## src/rtl/ram_port_arbiter.sv

```systemverilog
// ram_port_arbiter: shares the data RAM between the memory stage and a DMA burst loader.
// Define ARB_PERF_COUNTERS_EN to add saturating stall_cycles/dma_beats counters.
module ram_port_arbiter #(
  parameter int ADDR_W   = 16,
  parameter int VADDR_W  = 12,
  parameter int DATA_W   = 8,
  parameter int VEC_W    = 128,
  parameter int MAX_WAIT = 4,
  parameter int LEN_W    = 4
) (
  input  logic               clk,
  input  logic               reset,
  input  logic               cpu_req,
  input  logic               cpu_we_a,
  input  logic               cpu_we_b,
  input  logic [ADDR_W-1:0]  cpu_addr,
  input  logic [DATA_W-1:0]  cpu_wdata,
  input  logic [VEC_W-1:0]   cpu_vwdata,
  output logic               cpu_stall,
  output logic [DATA_W-1:0]  cpu_rdata,
  output logic [VEC_W-1:0]   cpu_vrdata,
  output logic               cpu_rvalid,
  input  logic               dma_req,
  input  logic               dma_we,
  input  logic [ADDR_W-1:0]  dma_addr,
  input  logic [LEN_W-1:0]   dma_len,
  input  logic [DATA_W-1:0]  dma_wdata,
  output logic               dma_gnt,
  output logic [DATA_W-1:0]  dma_rdata,
  output logic               dma_rvalid,
  output logic               dma_done,
  output logic [ADDR_W-1:0]  ram_address_a,
  output logic [VADDR_W-1:0] ram_address_b,
  output logic [DATA_W-1:0]  ram_data_a,
  output logic [VEC_W-1:0]   ram_data_b,
  output logic               ram_wren_a,
  output logic               ram_wren_b,
  input  logic [DATA_W-1:0]  ram_q_a,
  input  logic [VEC_W-1:0]   ram_q_b
`ifdef ARB_PERF_COUNTERS_EN
  ,
  output logic [31:0]        stall_cycles,
  output logic [31:0]        dma_beats
`endif
);
  localparam logic [1:0] IDLE = 2'd0, CPU_OWN = 2'd1, DMA_BURST = 2'd2;
  localparam int WAIT_W = $clog2(MAX_WAIT + 1);
  localparam logic [WAIT_W-1:0] WAIT_MAX = WAIT_W'(MAX_WAIT);
  logic [1:0] state;
  logic [LEN_W-1:0] beat, len_q;
  logic [ADDR_W-1:0] base, addr_a_q, dma_cur;
  logic [VADDR_W-1:0] addr_b_q;
  logic [WAIT_W-1:0] wait_cnt;
  logic cpu_tag, dma_tag;
  logic cpu_rq, dma_rq, arb, in_burst, dma_win, cpu_win, dma_act, last;
  // Requests are gated by reset so every output drops to 0 the moment reset asserts.
  assign cpu_rq   = cpu_req & reset;
  assign dma_rq   = dma_req & reset;
  assign in_burst = state == DMA_BURST;
  assign arb      = ~in_burst;
  assign dma_win  = arb & dma_rq & ((wait_cnt == WAIT_MAX) | ~cpu_rq);
  assign cpu_win  = arb & cpu_rq & ~dma_win;
  assign dma_act  = dma_win | in_burst;
  assign last     = in_burst ? beat == len_q : dma_len == '0;
  assign dma_cur  = in_burst ? base + ADDR_W'(beat) : dma_addr;
  assign cpu_stall     = cpu_rq & ~cpu_win;
  assign dma_gnt       = dma_act;
  assign dma_done      = dma_act & last;
  assign ram_address_a = cpu_win ? cpu_addr : dma_act ? dma_cur : addr_a_q;
  assign ram_address_b = cpu_win ? cpu_addr[VADDR_W-1:0] : addr_b_q;
  assign ram_data_a    = cpu_win ? cpu_wdata : dma_act ? dma_wdata : '0;
  assign ram_data_b    = cpu_win ? cpu_vwdata : '0;
  assign ram_wren_a    = (cpu_win & cpu_we_a) | (dma_act & dma_we);
  assign ram_wren_b    = cpu_win & cpu_we_b;
  assign cpu_rvalid    = cpu_tag;
  assign cpu_rdata     = cpu_tag ? ram_q_a : '0;
  assign cpu_vrdata    = cpu_tag ? ram_q_b : '0;
  assign dma_rvalid    = dma_tag;
  assign dma_rdata     = dma_tag ? ram_q_a : '0;
  always_ff @(posedge clk or negedge reset) begin
    if (!reset) begin
      state    <= IDLE;
      beat     <= '0;
      len_q    <= '0;
      base     <= '0;
      wait_cnt <= '0;
      addr_a_q <= '0;
      addr_b_q <= '0;
      cpu_tag  <= 1'b0;
      dma_tag  <= 1'b0;
    end else begin
      cpu_tag  <= cpu_win & ~cpu_we_a & ~cpu_we_b;
      dma_tag  <= dma_act & ~dma_we;
      addr_a_q <= ram_address_a;
      addr_b_q <= ram_address_b;
      if (dma_win) begin
        base     <= dma_addr;
        len_q    <= dma_len;
        beat     <= LEN_W'(1);
        wait_cnt <= '0;
        state    <= last ? IDLE : DMA_BURST;
      end else if (in_burst) begin
        beat  <= last ? '0 : beat + 1'b1;
        state <= last ? IDLE : DMA_BURST;
      end else begin
        state    <= cpu_win ? CPU_OWN : IDLE;
        wait_cnt <= !dma_rq ? '0 : (cpu_win && wait_cnt != WAIT_MAX) ? wait_cnt + 1'b1 : wait_cnt;
      end
    end
  end
`ifdef ARB_PERF_COUNTERS_EN
  always_ff @(posedge clk or negedge reset) begin
    if (!reset) begin
      stall_cycles <= '0;
      dma_beats    <= '0;
    end else begin
      if (cpu_stall && stall_cycles != '1) stall_cycles <= stall_cycles + 1'b1;
      if (dma_gnt && dma_beats != '1) dma_beats <= dma_beats + 1'b1;
    end
  end
`endif
endmodule

```

## config.mk

```make
export PLATFORM = sky130hd
export DESIGN_NAME = ram_port_arbiter
export DESIGN_NICKNAME = d
export VERILOG_FILES = /design/src/rtl/ram_port_arbiter.sv
export SDC_FILE = /design/constraint.sdc
export NUM_CORES = 1
export LEC_CHECK = 0
export BUFFER_PORTS_ARGS = -buffer_cell sky130_fd_sc_hd__buf_2
export CAP_MARGIN = 15
export CORE_AREA = 4 4 244 246
export CTS_BUF_LIST = sky130_fd_sc_hd__clkbuf_4
export DETAILED_ROUTE_END_ITERATION = 7
export DIE_AREA = 0 0 248 250
export GPL_TIMING_DRIVEN = 0
export SLEW_MARGIN = 20
export SYNTH_ARGS = -nofsm -noshare
export SYNTH_HDL_FRONTEND = slang
export SYNTH_SLANG_ARGS = --single-unit
```

## constraint.sdc

```tcl
create_clock -name clk -period 2.4 [get_ports clk]
set_input_delay 0 -clock clk [delete_from_list [all_inputs] [get_ports clk]]
set_output_delay 0 -clock clk [all_outputs]
set_load 0.02 [all_outputs]
```

# Word level (Yosys, flattened, before mapping)
# Index checks and enable logic that the tools add are counted.
# word_totals
word_cells	68
inputBits	323
out_inout_bits	315
register_bits	59
# classes
n_addsub	3
mux	22
eq_ne	6
n_reduce_logical	4
bitwise	24
# ops
operator	n
128-bit 2-to-1 mux	2
16-bit 2-to-1 mux	3
8-bit 2-to-1 mux	4
16-bit by 4-bit adder with 16-bit output	1
1-bit bitwise AND	14
12-bit 2-to-1 mux	1
3-bit 2-to-1 mux	4
4-bit 2-to-1 mux	3
1-bit inverter	7
2-bit 2-to-1 mux	3
4-bit by 1-bit adder with 4-bit output (second input constant)	1
4-bit equality test	1
4-bit zero test	1
3-bit by 1-bit adder with 3-bit output (second input constant)	1
3-bit equality test (second input constant)	1
3-bit by 1-bit != test with 1-bit output (second input constant)	1
3-bit != test (second input constant)	1
1-bit OR	3
2-bit equality test (second input constant)	1
1-bit 2-to-1 mux	2
2-bit by 1-bit != test with 1-bit output (second input constant)	1
2-bit AND reduction	1
2-bit nonzero test	1
1-bit logical AND	1

# Logic depth before layout (Yosys ltp)
# logic_depth
depth_word	11
ltp_mapped	10
mapped_depth_nobuf	8

# Worst setup path after synthesis
# No wires, ideal clock.
# synth_timing
path_type	register -> register
start	register beat[3]
end	register addr_a_q[7]
setup_time_ns	0.175
path_buffers	0
stages_incl_launch_ff	7
path_slack_ns	0.261
arrival_ns	1.963
period_less_slack_ns	2.139
required_ns	2.225
path_cell_list	dfrtp_1 > ha_1 > a21oi_1 > o21ai_1 > a211oi_1 > o31ai_1 > a31oi_1
# synth_via
elab_chain_cells	4
# synth_rtl
item	line	text
start, declared	50	logic [LEN_W-1:0] beat, len_q;
start signal, assigned	103	beat <= last ? '0 : beat + 1'b1;
16-bit by 4-bit adder with 16-bit output	65	assign dma_cur = in_burst ? base + ADDR_W'(beat) : dma_addr;
16-bit 2-to-1 mux	65	
16-bit 2-to-1 mux (2 in series)	69	assign ram_address_a = cpu_win ? cpu_addr : dma_act ? dma_cur : addr_a_q;
via ram_address_a[7]	32	output logic [ADDR_W-1:0] ram_address_a,
end signal, assigned	94	addr_a_q <= ram_address_a;
end, declared	51	logic [ADDR_W-1:0] base, addr_a_q, dma_cur;
# The timed path passes the listed nets, and every way through them passes these cells.
# A chain may end at the register's enable or synchronous reset.

# Worst setup path after layout
# layout_timing
start	register wait_cnt[0]
end	output port ram_data_a[4]
# layout_via
elab_chain_cells	6
word_cells_on_any_way	8
cone_classes	eq/ne: 1; mux: 2; bitwise: 5
# layout_rtl
item	line	text
start, declared	53	logic [WAIT_W-1:0] wait_cnt;
start signal, assigned	107	wait_cnt <= !dma_rq ? '0 : (cpu_win && wait_cnt != WAIT_MAX) ? wait_cnt + 1'b1 : wait_cnt;
3-bit equality test (*)	61	assign dma_win = arb & dma_rq & ((wait_cnt == WAIT_MAX) | ~cpu_rq);
1-bit OR (*)	61	
1-bit bitwise AND (*)	61	
1-bit OR / 1-bit inverter (equally long branches)	63, 62	
8-bit 2-to-1 mux / 1-bit bitwise AND (equally long branches)	71, 62	
8-bit 2-to-1 mux (*)	71	assign ram_data_a = cpu_win ? cpu_wdata : dma_act ? dma_wdata : '0;
end, declared	34	output logic [DATA_W-1:0] ram_data_a,
# Mark *: on every way between the ends. The rest lies on a longest branch, timed or not.

==> implementation parameters <==
Parameter                              Value

Timing
  Setup repair after global routing missed its margin ... yes
  Clock Skew ... 0.0200 ns
  Fin crit period ... between 2 and 3 ns
  Fin. Hold Viols ... 0
  Total negative setup slack ... -3.61 ns
  Pins Over Slew Limit ... 0
  Final period util ... 105%
  Headroom to the max-slew limit ... 52.8%
  Transition time at the pin with the least slew margin ... ~0.70 ns
  Min Hold Slack ... between 0.08 and 0.09 ns
  Final setup fails ... 96
  Min setup slack post-route ... -0.117 ns
  Highest attainable clock frequency ... 397 MHz

Die
  Area of the die ... about 62000 sq um
  I/O pins ... between 600 and 700
  Effective utilization at floorplan ... under 10%
  Std-Cell Core Area ... between 50000 and 60000 sq um
  Standard-cell rows ... between 80 and 90
  Die H ... approximately 250 um
  X dimension of the die ... 248 um

Global routing
  Number of global-route vias before repair ... around 7500
  Initial antenna violation count ... 56
  GR Overflow Total ... 0
  Global-route wire length before repair ... ~60 mm
  Maximum number of pins on one net before global-route repair ... 33
  Overall global routing resource usage ... approximately 14%

Synthesis
  Fraction of the mapped netlist area in adder cells ... 2.23%
  Ranking of synthesized cells by area ... sky130_fd_sc_hd__and2_1, sky130_fd_sc_hd__dfrtp_1, sky130_fd_sc_hd__nand2_1
  Count of flip-flops with a built-in enable after synthesis ... 0
  Combinational family with the most area after synthesis ... simple AND/OR/NAND/NOR gates
  Cell types with the highest counts after synthesis ... sky130_fd_sc_hd__and2_1, sky130_fd_sc_hd__nand2_1, sky130_fd_sc_hd__dfrtp_1
  Number of instances in the synthesized netlist ... approximately 640
  Mapped Avg Cell Area ... roughly 7.5 sq um
  Async set or reset register ratio after synthesis ... between 90% and 100%
  Netlist cell types ... slightly below 50
  Fraction of the mapped netlist area in compound gates ... around a tenth
  Area of the mapped netlist ... between 4000 and 5000 sq um
  Sequential cell area fraction in the yosys report ... 30.5%
  Number of warnings printed during yosys synthesis ... 0
  Share of synthesized area spent on multiplexers ... 0%
  Total of flip-flops plus latches after synthesis ... 59
  Xor and xnor fraction of the mapped netlist area ... just under 3%
  Flip-flop cell with the highest count after synthesis ... sky130_fd_sc_hd__dfrtp_1
  Share of the synthesized area in the top cell type ... between 30 and 40%
  Area share of and/or/nand/nor cells after synthesis ... about half
  Cell type with the highest aggregate area in the netlist ... sky130_fd_sc_hd__and2_1
  Synthesized netlist net count ... 975
  Cell with the most instances after synthesis ... sky130_fd_sc_hd__and2_1

Pwr
  VDD IR max ... between 600 and 700 uV
  Final total power ... between 8 and 9 mW
  Leakage ... ~6.2 nW
  Power density over the cells ... approximately 700 nW/um^2

Clock tree
  Clk pin slew, worst setup/hold paths ... around 0.11 ns
  Clock sink count ... 59
  Number of levels in the clock H-tree ... 3
  Clock latency of the later-clocked register in the worst-skew pair ... around 0.44 ns
  Buffers from clock root to sink, at most ... 2
  Root buf cell ... sky130_fd_sc_hd__clkbuf_4
  CTS tree ... done
  TritonCTS buffer count ... 9

Place
  Estimated wirelength of the detail-placed design ... approximately 41 mm
  Count of buffers from port buffering ... 637
  Setup slack after placement ... -0.439 ns
  Gpl congestion ... between 0.8 and 0.9

Worst setup path
  Critical Path End Type ... primary output
  Type of the worst setup path ... flip-flop to primary output
  CP startpoint kind ... flip-flop
  CP Data Required Time ... around 2.4 ns
  Endpoint arrival time on the critical path ... ~2.5 ns
  Maximum fanout count along the critical path ... 6

Routing
  Met3 wire length ... a little over 6 mm
  Number of nets with antenna violations after routing ... 0
  DRT met1 WL ... between 15 and 20 mm
  Wirelength, routed ... approximately 49 mm
  Number of iterations in the first detailed-routing pass ... 5
  Total via count in the routed design ... about 8000
  Number of remaining DRC errors ... 0
  DR WL met2 ... 24.2 mm
  Post-DR wirelength/cell ... between 20 and 25 um
  Post-DR vias/cell ... roughly 3.7
  Top layer in use ... met5
  Iter 0 DRT Violations ... ~570

Run
  Count of maximum capacitance violations ... 0

Run status
  Failing checks ... setup timing
  Result of the run ... finished, violations left

Cells and area
  Final core utilization ... 20.0%
  Area growth, synth to finish ... 137%
  Fillers ... 6400
  Layout Nets ... roughly 1700
  Layout cells sized above 1 ... just over 60%

Hold path
  Worst hold path class ... input pin to flip-flop
-- per-stage QoR --
stage / std cells / area [sq um]
after floorplan: 644 / 4840
after global placement: 2046 / 8980
after detailed placement: 2047 / 9000
after CTS: 2122 / 10300
after global routing: 2150 / 11400
final: 2163 / 11500
-- area by class of cell --
| class | count | area [sq um] | share of cell area, % |
|---|---|---|---|
| Sequential cell | 59 | 1480 | 12.9 |
| Multi-Input combinational cell | 534 | 3680 | 32.1 |
| Tap cell | 765 | 957 | 8.34 |
| Inverter | 6 | 40.0 | 0.349 |
| Buffer | 41 | 383 | 3.34 |
| Clock inverter | 6 | 105 | 0.916 |
| Clock buffer | 9 | 67.6 | 0.589 |
| Timing Repair inverter | 1 | 8.76 | 0.0764 |
| Timing Repair Buffer | 727 | 4710 | 41.0 |
| Antenna cell | 15 | 37.5 | 0.327 |
-- report_power, final --
group / switching [mW] / total [mW] / internal, mW
sequential: 0.305 / 1.69 / 1.38
clock: 0.427 / 0.942 / 0.515
combinational: 2.96 / 5.41 / 2.45
total: 3.69 / 8.04 / 4.35
-- path summary, 6_finish.rpt --
check	startpoint	slack, ns	to	depth (start not counted)
worst max-delay path	wait_cnt[0]	-0.12	ram_data_a[4]	11
worst min-delay path	cpu_req	0.09	wait_cnt[0]	4
worst max register to register	wait_cnt[0]	0.18	cpu_rvalid	8
worst min register to register	addr_b_q[7]	0.49	addr_b_q[7]	2
max in group asynchronous	reset	1.71	cpu_rvalid	7
min in group asynchronous	reset	0.40	base[10]	6
-- worst max-delay path, cell delays in order (launching register included) --
cell and delay (ns):
sky130_fd_sc_hd__dfrtp_1 0.38, sky130_fd_sc_hd__inv_1 0.05, sky130_fd_sc_hd__ha_2 0.19, sky130_fd_sc_hd__nand2_4 0.08, sky130_fd_sc_hd__buf_6 0.10, sky130_fd_sc_hd__a211oi_4 0.06, sky130_fd_sc_hd__buf_6 0.14, sky130_fd_sc_hd__nor2_4 0.25
sky130_fd_sc_hd__clkinv_4 0.23, sky130_fd_sc_hd__buf_12 0.20, sky130_fd_sc_hd__a22o_1 0.25, sky130_fd_sc_hd__buf_6 0.14
-- per-layer routing --
layer  GRT usage, %  up-vias
li1               -     3546
met1           15.7     3731
met2           25.4      641
met3           6.05       92
met4           2.42       18
met5              0        -
-- sequential cells by signal (all words and copies together) (netlist names) --
| signal | count |
|---|---|
| addr_a_q | 16 |
| base | 16 |
| addr_b_q | 12 |
| beat | 4 |
| len_q | 4 |
| wait_cnt | 3 |
| state | 2 |
| cpu_rvalid | 1 |
| dma_rvalid | 1 |
-- placed cells by master, fill, tap and decap left out, types with 8 or more instances in the layout --
cell,n
sky130_fd_sc_hd__a22o_1,8
sky130_fd_sc_hd__and2_1,234
sky130_fd_sc_hd__and2_4,40
sky130_fd_sc_hd__buf_12,11
sky130_fd_sc_hd__buf_2,546
sky130_fd_sc_hd__buf_4,56
sky130_fd_sc_hd__buf_6,76
sky130_fd_sc_hd__buf_8,9
sky130_fd_sc_hd__clkbuf_1,17
sky130_fd_sc_hd__clkbuf_4,11
sky130_fd_sc_hd__dfrtp_1,54
sky130_fd_sc_hd__diode_2,15
sky130_fd_sc_hd__dlygate4sd3_1,41
sky130_fd_sc_hd__nand2_1,87
sky130_fd_sc_hd__nand2_2,13
sky130_fd_sc_hd__nand2_4,22
sky130_fd_sc_hd__nor2_1,24
sky130_fd_sc_hd__o21ai_0,12
sky130_fd_sc_hd__xor2_1,9
-- cells by family (layout without fill, tap and decap cells) --
logic type	Yosys count	in the layout
buffers and inverters	51	790
other	0	15
adders and majority gates	8	8
AOI/OAI and AO/OA	65	65
and+or+nand+nor	445	445
DFF	59	59
xor gates and xnor gates	16	16
-- timing repair --
item	in CTS	in global routing
hold endpoints to repair	110	0
resized for setup	126	286
cloned	4	6
buffers inserted	12	23
hold buffers	46	0
pin swaps	6	69
endpoints found under the setup margin	222	171
Power figures use the tool's default switching activity.
